`src/rtl/log_mac_dot_sequencer.sv`:
```
// ---------------------------------------------------------------------------
// log_mac_dot_sequencer
//
// Drives a single log-domain multiply / float-accumulate processing element
// (PE) through complete dot products. A command carries the dot-product
// length N. The sequencer then streams N operand pairs into the PE, asserting
// peClear with the first pair so the PE starts from +0. After the last pair
// it waits out the PE pipeline, captures the PE accumulator and holds it on a
// valid/ready result port until the result is taken.
//
// Ports
//   clock, resetN          rising-edge clock, async active-low reset
//   cmdValid/cmdReady      command handshake, cmdLen = number of pairs (0 ok)
//   inValid/inReady        operand-pair handshake, aIn/bIn packed log words
//   peA, peB, peClear      registered operand/clear drive into the PE
//   peAcc                  PE accumulator register output
//   outValid/outReady      result handshake, outData = final accumulator word
//   busy                   high whenever the sequencer is not idle
// ---------------------------------------------------------------------------
module log_mac_dot_sequencer #(
    parameter int EXP      = 8,
    parameter int FRAC     = 7,
    parameter int ACC_EXP  = 8,
    parameter int ACC_FRAC = 7,
    parameter int LEN_BITS = 16,
    parameter int PE_LAT   = 2
) (
    input  logic                          clock,
    input  logic                          resetN,
    input  logic                          cmdValid,
    output logic                          cmdReady,
    input  logic [LEN_BITS-1:0]           cmdLen,
    input  logic                          inValid,
    output logic                          inReady,
    input  logic [EXP+FRAC:0]             aIn,
    input  logic [EXP+FRAC:0]             bIn,
    output logic [EXP+FRAC:0]             peA,
    output logic [EXP+FRAC:0]             peB,
    output logic                          peClear,
    input  logic [ACC_EXP+ACC_FRAC:0]     peAcc,
    output logic                          outValid,
    input  logic                          outReady,
    output logic [ACC_EXP+ACC_FRAC:0]     outData,
    output logic                          busy
);

    localparam int OP_W    = 1 + EXP + FRAC;
    localparam int ACC_W   = 1 + ACC_EXP + ACC_FRAC;
    localparam int DRAIN_W = $clog2(PE_LAT + 1);

    typedef enum logic [1:0] {
        ST_IDLE  = 2'd0,
        ST_FEED  = 2'd1,
        ST_DRAIN = 2'd2,
        ST_OUT   = 2'd3
    } state_t;

    state_t               state_q,      state_d;
    logic [LEN_BITS-1:0]  remaining_q,  remaining_d;
    logic [DRAIN_W-1:0]   drain_cnt_q,  drain_cnt_d;
    logic                 first_pair_q, first_pair_d;
    logic [OP_W-1:0]      pe_a_q,       pe_a_d;
    logic [OP_W-1:0]      pe_b_q,       pe_b_d;
    logic                 pe_clear_q,   pe_clear_d;
    logic                 out_valid_q,  out_valid_d;
    logic [ACC_W-1:0]     out_data_q,   out_data_d;
    logic                 busy_q,       busy_d;

    logic cmd_fire;
    logic in_fire;
    logic out_fire;

    // Handshake readies are decoded straight from the state so a command or
    // pair can be accepted in the same cycle the state is entered.
    assign cmdReady = (state_q == ST_IDLE);
    assign inReady  = (state_q == ST_FEED);

    assign cmd_fire = cmdValid & cmdReady;
    assign in_fire  = inValid  & inReady;
    assign out_fire = out_valid_q & outReady;

    always_comb begin
        // NOTE: every signal written here gets a default first, so no path
        // leaves a value unassigned and no latch is inferred.
        state_d      = state_q;
        remaining_d  = remaining_q;
        drain_cnt_d  = drain_cnt_q;
        first_pair_d = first_pair_q;
        out_valid_d  = out_valid_q;
        out_data_d   = out_data_q;
        // The PE sees +0 operands and no clear unless a pair is issued, so
        // idle and bubble cycles add nothing to the accumulator.
        pe_a_d       = '0;
        pe_b_d       = '0;
        pe_clear_d   = 1'b0;

        unique case (state_q)
            ST_IDLE: begin
                if (cmd_fire) begin
                    remaining_d = cmdLen;
                    if (cmdLen != '0) begin
                        first_pair_d = 1'b1;
                        state_d      = ST_FEED;
                    end else begin
                        // Empty dot product: answer +0 without touching the PE.
                        out_data_d  = '0;
                        out_valid_d = 1'b1;
                        state_d     = ST_OUT;
                    end
                end
            end

            ST_FEED: begin
                if (in_fire) begin
                    pe_a_d       = aIn;
                    pe_b_d       = bIn;
                    pe_clear_d   = first_pair_q;
                    first_pair_d = 1'b0;
                    remaining_d  = remaining_q - LEN_BITS'(1);
                    if (remaining_q == LEN_BITS'(1)) begin
                        drain_cnt_d = DRAIN_W'(PE_LAT);
                        state_d     = ST_DRAIN;
                    end
                end
            end

            ST_DRAIN: begin
                drain_cnt_d = drain_cnt_q - DRAIN_W'(1);
                // On the final drain cycle the accumulator register already
                // holds the contribution of the last issued pair.
                if (drain_cnt_q == DRAIN_W'(1)) begin
                    out_data_d  = peAcc;
                    out_valid_d = 1'b1;
                    state_d     = ST_OUT;
                end
            end

            ST_OUT: begin
                if (out_fire) begin
                    out_valid_d = 1'b0;
                    state_d     = ST_IDLE;
                end
            end

            default: begin
                state_d = ST_IDLE;
            end
        endcase

        busy_d = (state_d != ST_IDLE);
    end

    // NOTE: the asynchronous reset clears every register, including the
    // datapath words, so a reset mid-product leaves nothing stale on the
    // PE drive or the result port.
    always_ff @(posedge clock or negedge resetN) begin
        if (!resetN) begin
            state_q      <= ST_IDLE;
            remaining_q  <= '0;
            drain_cnt_q  <= '0;
            first_pair_q <= 1'b0;
            pe_a_q       <= '0;
            pe_b_q       <= '0;
            pe_clear_q   <= 1'b0;
            out_valid_q  <= 1'b0;
            out_data_q   <= '0;
            busy_q       <= 1'b0;
        end else begin
            // NOTE: non-blocking assignments so every register samples the
            // values computed for this cycle, independent of statement order.
            state_q      <= state_d;
            remaining_q  <= remaining_d;
            drain_cnt_q  <= drain_cnt_d;
            first_pair_q <= first_pair_d;
            pe_a_q       <= pe_a_d;
            pe_b_q       <= pe_b_d;
            pe_clear_q   <= pe_clear_d;
            out_valid_q  <= out_valid_d;
            out_data_q   <= out_data_d;
            busy_q       <= busy_d;
        end
    end

    assign peA      = pe_a_q;
    assign peB      = pe_b_q;
    assign peClear  = pe_clear_q;
    assign outValid = out_valid_q;
    assign outData  = out_data_q;
    assign busy     = busy_q;

endmodule

```
`config.mk`:
```
export PLATFORM = sky130hd
export DESIGN_NAME = log_mac_dot_sequencer
export DESIGN_NICKNAME = d
export VERILOG_FILES = /design/src/rtl/log_mac_dot_sequencer.sv
export SDC_FILE = /design/constraint.sdc
export NUM_CORES = 1
export LEC_CHECK = 0
export CAP_MARGIN = 5
export CORE_MARGIN = 2
export CORE_UTILIZATION = 40
export DETAILED_ROUTE_END_ITERATION = 12
export HOLD_SLACK_MARGIN = 0.02
export PLACE_DENSITY = 0.82
export RECOVER_POWER = 50
export SYNTH_ARGS = -nofsm -noshare
export SYNTH_HDL_FRONTEND = slang
export SYNTH_SLANG_ARGS = --single-unit
```
`constraint.sdc`:
```
create_clock -name clock -period 2.71 [get_ports clock]
set_clock_uncertainty 0.2 [all_clocks]
set_input_delay 0.271 -clock clock [delete_from_list [all_inputs] [get_ports clock]]
set_output_delay 0.271 -clock clock [all_outputs]
set_load 0.005 [all_outputs]
```
==> out/metrics.json, run 1 <==
{
  "status": {"value": "complete, but fails checks"},
  "violations": {"value": "max-capacitance violations, max-slew violations"},
  "synthesis.area": {"value": 3190, "unit": "µm²"},
  "via_total_after_detailed_routing": {"value": 2927},
  "cts_setup_buffers": {"value": 0},
  "critical_path_endpoint_category": {"value": "output port"},
  "core_box_area": {"value": 7730, "unit": "µm²"},
  "finalWeightedCongestion": {"value": 0.894},
  "seqCellArea": {"value": 1800, "unit": "µm²"},
  "clkTransAtPathRegs": {"value": 70, "unit": "ps"},
  "cts_tree": {"value": "built"},
  "finish.utilization": {"value": 60.9, "unit": "%"},
  "worst_r2r_path_depth": {"value": 6},
  "drt-vias-per-instance": {"value": 5.33},
  "grt_pass1_vias": {"value": 2749},
  "die_width": {"value": 93.3, "unit": "µm"},
  "seq_pwr_share": {"value": 43.0, "unit": "%"},
  "final_period_minus_worst_setup_slack": {"value": 2460, "unit": "ps"},
  "initial_utilization": {"value": 41.3, "unit": "%"},
  "p_switching": {"value": 1100, "unit": "µW"},
  "rrSetupSlack": {"value": 500, "unit": "ps"},
  "finalSetupViolations": {"value": 0},
  "post_synthesis_area_per_instance": {"value": 9.79, "unit": "µm²"},
  "final.period_utilization": {"value": 90.8, "unit": "%"},
  "multi_input_comb_area": {"value": 1270, "unit": "µm²"},
  "cellLeakagePower": {"value": 0.00207, "unit": "µW"},
  "synth_enable_flop_cells": {"value": 0},
  "routedWlPerCell": {"value": 14.7, "unit": "µm"},
  "remaining_drc_errors": {"value": 0},
  "postSynthCellCount": {"value": 326},
  "yosysWarningCount": {"value": 0},
  "port_buffers": {"value": 121},
  "synth.largest_area_cell": {"value": "dfrtp_1"},
  "total_iterations_of_the_first_detailed_routing_run": {"value": 4},
  "grt_start_max_net_pins": {"value": 73},
  "cts.path.max_buffers": {"value": 2},
  "grt_pass1_wl": {"value": 13.4, "unit": "mm"},
  "crit_end": {"value": "inReady"},
  "setup-tns-final": {"value": 0, "unit": "ps"},
  "timing.max_cap.violations": {"value": 1},
  "cts.sinks": {"value": 72},
  "synth_sequential_area_ratio": {"value": 56.4, "unit": "%"},
  "grt_antenna_before_repair": {"value": 0},
  "synthMostInstantiatedCell": {"value": "dfrtp_1"},
  "r2r_end": {"value": "remaining_q[14]$_DFFE_PN0P_"},
  "ys_ff_latch": {"value": 72},
  "worst_margin_pin_slew": {"value": 1720, "unit": "ps"},
  "ys_async_sr_fraction": {"value": 100, "unit": "%"},
  "synth_common_cells": {"value": "dfrtp_1 (72), nand2_1 (50), and3_1 (34)"},
  "fmax": {"value": 406, "unit": "MHz"},
  "final-max-slew-violation-count": {"value": 73},
  "final_antenna_net_count": {"value": 0},
  "power-per-cell-area": {"value": 735, "unit": "nW/µm²"},
  "area_growth_syn_to_layout": {"value": 47.4, "unit": "%"},
  "crit_path_start": {"value": "state_q[0]$_DFF_PN0_"},
  "cts-buffers-inserted": {"value": 9},
  "post_synth_main_area_contributors": {"value": "dfrtp_1 (56%), and3_1 (6.7%), nand2_1 (5.9%)"},
  "yosys_most_used_dff": {"value": "dfrtp_1"},
  "antenna-diode-count": {"value": 0},
  "report.final.hold_viol_count": {"value": 0},
  "fin_area": {"value": 4700, "unit": "µm²"},
  "pre_cts_ws": {"value": 278, "unit": "ps"},
  "routed_wl": {"value": 8.09, "unit": "mm"},
  "detailed_place_hpwl": {"value": 5.71, "unit": "mm"},
  "design.die.area": {"value": 8710, "unit": "µm²"},
  "die_h": {"value": 93.3, "unit": "µm"},
  "globalRouteOverflowTotal": {"value": 0},
  "worst-path-max-fanout": {"value": 35},
  "final.setup.worst_slack": {"value": 250, "unit": "ps"},
  "hold_class": {"value": "input pin to flip-flop"},
  "arrival": {"value": 1990, "unit": "ps"},
  "num-nets-final": {"value": 515},
  "timing.critical_path.required": {"value": 2240, "unit": "ps"},
  "synth_cell_types": {"value": 43},
  "setup.worst_path.class": {"value": "flip-flop to output port"},
  "clockRootBuffer": {"value": "clkbuf_8"},
  "grt_usage": {"value": 19.6, "unit": "%"},
  "layout-drive-gt1-share": {"value": 6.71, "unit": "%"},
  "worst_slew_margin_rel": {"value": -14.7, "unit": "%"},
  "synth_top_cell_area_share": {"value": 56.4, "unit": "%"},
  "comb_power_share": {"value": 32.2, "unit": "%"},
  "vdd.ir_drop.worst": {"value": 0.000428, "unit": "V"},
  "worstSetupStartpointType": {"value": "flip-flop"},
  "power.share.clock": {"value": 24.8, "unit": "%"},
  "netSwitchingFraction": {"value": 31.8, "unit": "%"},
  "net_count_after_synthesis": {"value": 398},
  "dpl_cell_area": {"value": 4500, "unit": "µm²"},
  "fp-row-count": {"value": 32},
  "i_o_pin_count": {"value": 122},
  "cts_h_tree_depth": {"value": 3},
  "regToRegStartpoint": {"value": "remaining_q[0]$_DFFE_PN0P_"},
  "worst_skew_pair.late_latency": {"value": 340, "unit": "ps"},
  "detailedRoute.firstIterationViolations": {"value": 136},
  "fillCellCount": {"value": 629},
  "cell_internal_pwr": {"value": 2360, "unit": "µW"},
  "setup_repair_after_global_routing_missed_its_margin": {"value": "no"}
}
-- per-stage QoR --
stage / cells / hold slack, ps / total power (µW)
floorplan: 326 / -225 / 2100
global placement: 533 / 130 / 2580
detailed placement: 533 / 132 / 2620
CTS: 549 / 264 / 3490
global route: 549 / 264 / 3710
finish: 549 / 273 / 3460
-- flip-flops by register name, summed over array words and instances (netlist names), 2 cells and up --
register and cells:
remaining_q 16, drain_cnt_q 2, peB 16, outData 16
state_q 2, peA 16
-- logic make-up (layout without fill, tap and decap cells) --
logic type | after synthesis | count (layout) | synth area share, %
compound gates | 74 | 74 | 14.4
buf+inv | 31 | 152 | 3.80
flops | 72 | 72 | 56.4
mux | 3 | 3 | 0.941
fa+ha+maj | 3 | 3 | 1.18
simple gates | 143 | 143 | 23.2
-- power groups by stage --
| stage | registers (µW) | logic (µW) | clock network, µW |
|---|---|---|---|
| 2_1_floorplan | 1480 | 626 | 0 |
| 3_5_place_dp | 1510 | 1120 | 0 |
| 6_report | 1490 | 1110 | 859 |
| 4_1_cts | 1480 | 1120 | 886 |
| 3_3_place_gp | 1490 | 1090 | 0 |
| 5_1_grt | 1530 | 1250 | 935 |
-- critical path, stage by stage (launching register included) --
cell and delay (ps):
dfrtp_1 580, nand2b_1 140, clkinv_1 90, buf_4 280
clkdlybuf4s50_1 550
-- cell usage in the layout, fill, tap and decap left out, types with 3 or more instances in the layout --
cell type,instances
nor4_1,10
nand2b_1,5
o22ai_1,5
clkdlybuf4s50_1,119
a2bb2oi_1,5
dfrtp_1,72
o21ai_0,12
nand2_1,50
a21oi_1,33
inv_1,6
mux2i_1,3
clkbuf_8,11
buf_4,7
or4_1,3
nand3_1,3
and3_1,34
ha_1,3
o32ai_1,3
nor3_1,5
o31a_1,3
nand4_1,3
nor2_1,15
-- worst min-delay path by stage --
stage | from | endpoint | slack, ps | depth (start not counted)
after floorplan | resetN | busy$_DFF_PN0_ | -220 | 0
after global placement | resetN | peA[11]$_DFF_PN0_ | 130 | 2
after detailed placement | resetN | peA[11]$_DFF_PN0_ | 130 | 2
after CTS | bIn[11] | peB[11]$_DFF_PN0_ | 260 | 2
after global routing | aIn[2] | peA[2]$_DFF_PN0_ | 260 | 2
final | peAcc[15] | outData[15]$_DFFE_PN0P_ | 270 | 3
-- layer usage --
metal | vias up | part of all wire (%) | global-route usage, % | routed length, µm
li1 | 1394 | - | - | -
met1 | 1399 | 43 | 26.3 | 3480
met2 | 126 | 48 | 31.5 | 3910
met3 | 8 | 7.4 | 4.83 | 599
met4 | 0 | 1.2 | 6.13 | 95
met5 | - | 0 | 0 | 0
-- repair_timing --
item | 4_1_cts | 5_1_grt
hold endpoints to repair | 72 | 0
hold buffers | 1 | 0
resized for setup | 0 | 0
-- final cells by class --
cell class              instances  area share (%)
flip-flops and latches         72            38.3
repair buffers                130            27.1
multi-input cells             223            27.0
clock buffers                  11            3.22
well taps                     102            2.71
clock inverters                 4            1.14
inverters                       7           0.559
Note: power is estimated with default switching activity, not from simulation.
==> inputs of run 2 (changes only) <==
CAP_MARGIN = 10   (was 5)
CORE_UTILIZATION = 35   (was 40)
PLACE_DENSITY = 0.74   (was 0.82)
==> run 2 against run 1 <==
The flow now finishes without violations; non-clock buffer count grew 1; sequential power about the same; sequential share of layout area up 0.051 points; first-iteration DRC count fell by 2.2%; register-to-register slack barely moved; clock power shrank 7.3%; flip-flop and latch count is the same; critical path depth shrank 1; largest power group unchanged.
==> out/metrics.json, run 2 (same netlist as run 1, synthesis figures left out) <==
{
  "final_instance_count_without_filler_cells": {"value": 557},
  "detailed_place_hpwl": {"value": 6.28, "unit": "mm"},
  "power.share.clock": {"value": 23.6, "unit": "%"},
  "grt_pass1_vias": {"value": 2863},
  "report.final.hold_viol_count": {"value": 0},
  "cts_h_tree_depth": {"value": 3},
  "cts-buffers-inserted": {"value": 9},
  "worst_skew_pair.late_latency": {"value": 340, "unit": "ps"},
  "power-per-cell-area": {"value": 718, "unit": "nW/µm²"},
  "final_cell_mix": {"value": "clkdlybuf4s50_1 (95), dfrtp_1 (72), nand2_1 (50)"},
  "final_antenna_net_count": {"value": 0},
  "layout-drive-gt1-share": {"value": 6.90, "unit": "%"},
  "timing.critical_path.required": {"value": 2240, "unit": "ps"},
  "cell_internal_pwr": {"value": 2210, "unit": "µW"},
  "routed_wl": {"value": 8.65, "unit": "mm"},
  "area_growth_syn_to_layout": {"value": 47.2, "unit": "%"},
  "die_width": {"value": 99.5, "unit": "µm"},
  "final_period_minus_worst_setup_slack": {"value": 2450, "unit": "ps"},
  "final-max-slew-violation-count": {"value": 0},
  "timing.max_cap.violations": {"value": 0},
  "routedWlPerCell": {"value": 15.5, "unit": "µm"},
  "cts.sinks": {"value": 72},
  "pre_cts_ws": {"value": 451, "unit": "ps"},
  "fp-row-count": {"value": 34},
  "worst_r2r_path_depth": {"value": 4},
  "regToRegStartpoint": {"value": "remaining_q[0]$_DFFE_PN0P_"},
  "detailedRoute.firstIterationViolations": {"value": 133},
  "comb_power_share": {"value": 31.9, "unit": "%"},
  "worst_slew_margin_rel": {"value": 9.38, "unit": "%"},
  "cts_tree": {"value": "built"},
  "finalSetupViolations": {"value": 0},
  "via_total_after_detailed_routing": {"value": 2863},
  "post_cts_resize_count": {"value": 0},
  "i_o_pin_count": {"value": 122},
  "worstSetupStartpointType": {"value": "flip-flop"},
  "antenna-diode-count": {"value": 0},
  "die_h": {"value": 99.5, "unit": "µm"},
  "p_switching": {"value": 1170, "unit": "µW"},
  "critical_path_endpoint_category": {"value": "output port"},
  "start_point_of_the_worst_hold_path": {"value": "aIn[2]"},
  "globalRouteOverflowTotal": {"value": 0},
  "finalWeightedCongestion": {"value": 0.865},
  "initial_utilization": {"value": 36.4, "unit": "%"},
  "setup.worst_path.class": {"value": "flip-flop to output port"},
  "netSwitchingFraction": {"value": 34.6, "unit": "%"},
  "grt_usage": {"value": 18.1, "unit": "%"},
  "clkTransAtPathRegs": {"value": 90, "unit": "ps"},
  "cellLeakagePower": {"value": 0.00211, "unit": "µW"},
  "drt-vias-per-instance": {"value": 5.14},
  "grt_start_max_net_pins": {"value": 35},
  "cts.path.max_buffers": {"value": 2},
  "vdd.ir_drop.worst": {"value": 0.000361, "unit": "V"},
  "final.period_utilization": {"value": 90.5, "unit": "%"},
  "min_delay_path_depth": {"value": 2},
  "hold_class": {"value": "input pin to flip-flop"},
  "final.setup.worst_slack": {"value": 257, "unit": "ps"},
  "seq_pwr_share": {"value": 44.5, "unit": "%"},
  "grt_pass1_wl": {"value": 14.2, "unit": "mm"},
  "cts_setup_buffers": {"value": 0},
  "remaining_drc_errors": {"value": 0},
  "status": {"value": "completed"},
  "core_box_area": {"value": 8760, "unit": "µm²"},
  "cts_hold_buffers": {"value": 1},
  "num-nets-final": {"value": 516},
  "setup_repair_after_global_routing_missed_its_margin": {"value": "no"},
  "rrSetupSlack": {"value": 490, "unit": "ps"},
  "place_inst": {"value": 540},
  "grt_antenna_before_repair": {"value": 0},
  "port_buffers": {"value": 121},
  "fmax": {"value": 408, "unit": "MHz"},
  "total_iterations_of_the_first_detailed_routing_run": {"value": 4},
  "clockRootBuffer": {"value": "clkbuf_8"},
  "worst_margin_pin_slew": {"value": 1360, "unit": "ps"},
  "r2r_end": {"value": "remaining_q[9]$_DFFE_PN0P_"},
  "setup-tns-final": {"value": 0, "unit": "ps"},
  "layout_commonest_cell": {"value": "clkdlybuf4s50_1"},
  "arrival": {"value": 1980, "unit": "ps"},
  "design.die.area": {"value": 9900, "unit": "µm²"},
  "hold_end": {"value": "peA[2]$_DFF_PN0_"},
  "worst-path-max-fanout": {"value": 15}
}
## run 2: area by class of cell
| type | count | area (µm²) |
|---|---|---|
| clock buffers | 9 | 124 |
| clock inverters | 7 | 61.3 |
| fillers | 777 | 4070 |
| inverters | 7 | 26.3 |
| multi-input cells | 223 | 1270 |
| flip-flops and latches | 72 | 1800 |
| well taps | 108 | 135 |
| repair buffers | 131 | 1280 |
## run 2: how the worst max path moves through the flow
stage,startpoint,end,cells after the start
6_report,state_q[1]$_DFF_PN0_,inReady,3
3_5_place_dp,cmdLen[1],outData[3]$_DFFE_PN0P_,6
4_1_cts,state_q[1]$_DFF_PN0_,inReady,3
3_3_place_gp,cmdLen[1],outData[0]$_DFFE_PN0P_,6
5_1_grt,state_q[1]$_DFF_PN0_,inReady,3
2_1_floorplan,remaining_q[0]$_DFFE_PN0P_,remaining_q[9]$_DFFE_PN0P_,5
## run 2: metal layers
metal	GRT usage [%]	wire, µm	part of all wire [%]	vias to the layer above
met5	0	0	0	-
met4	8.11	215	2.5	0
met3	3.30	504	5.8	19
met2	28.8	3960	46	101
met1	24.0	3970	46	1347
li1	-	-	-	1396
## run 2: critical path, cell delays in order, from the launching register on
cell	delay [ps]
dfrtp_1	570
nand2b_1	340
clkinv_1	190
clkdlybuf4s50_1	530
## run 2: through the flow
stage	hold slack [ps]	utilization (%)	cell area [µm²]	total power, µW
5_1_grt	256	53.6	4700	3620
6_report	272	53.6	4700	3370
3_5_place_dp	102	51.4	4510	2620
2_1_floorplan	-225	-	3190	2100
3_3_place_gp	87.3	51.4	4510	2580
4_1_cts	239	53.6	4700	3430
## run 2: power groups by stage
stage | Sequential [µW] | Combinational, µW | Clock [µW]
final | 1500 | 1080 | 796
after detailed placement | 1520 | 1090 | 0
after global placement | 1510 | 1070 | 0
after CTS | 1500 | 1100 | 827
after floorplan | 1480 | 626 | 0
after global routing | 1550 | 1200 | 875
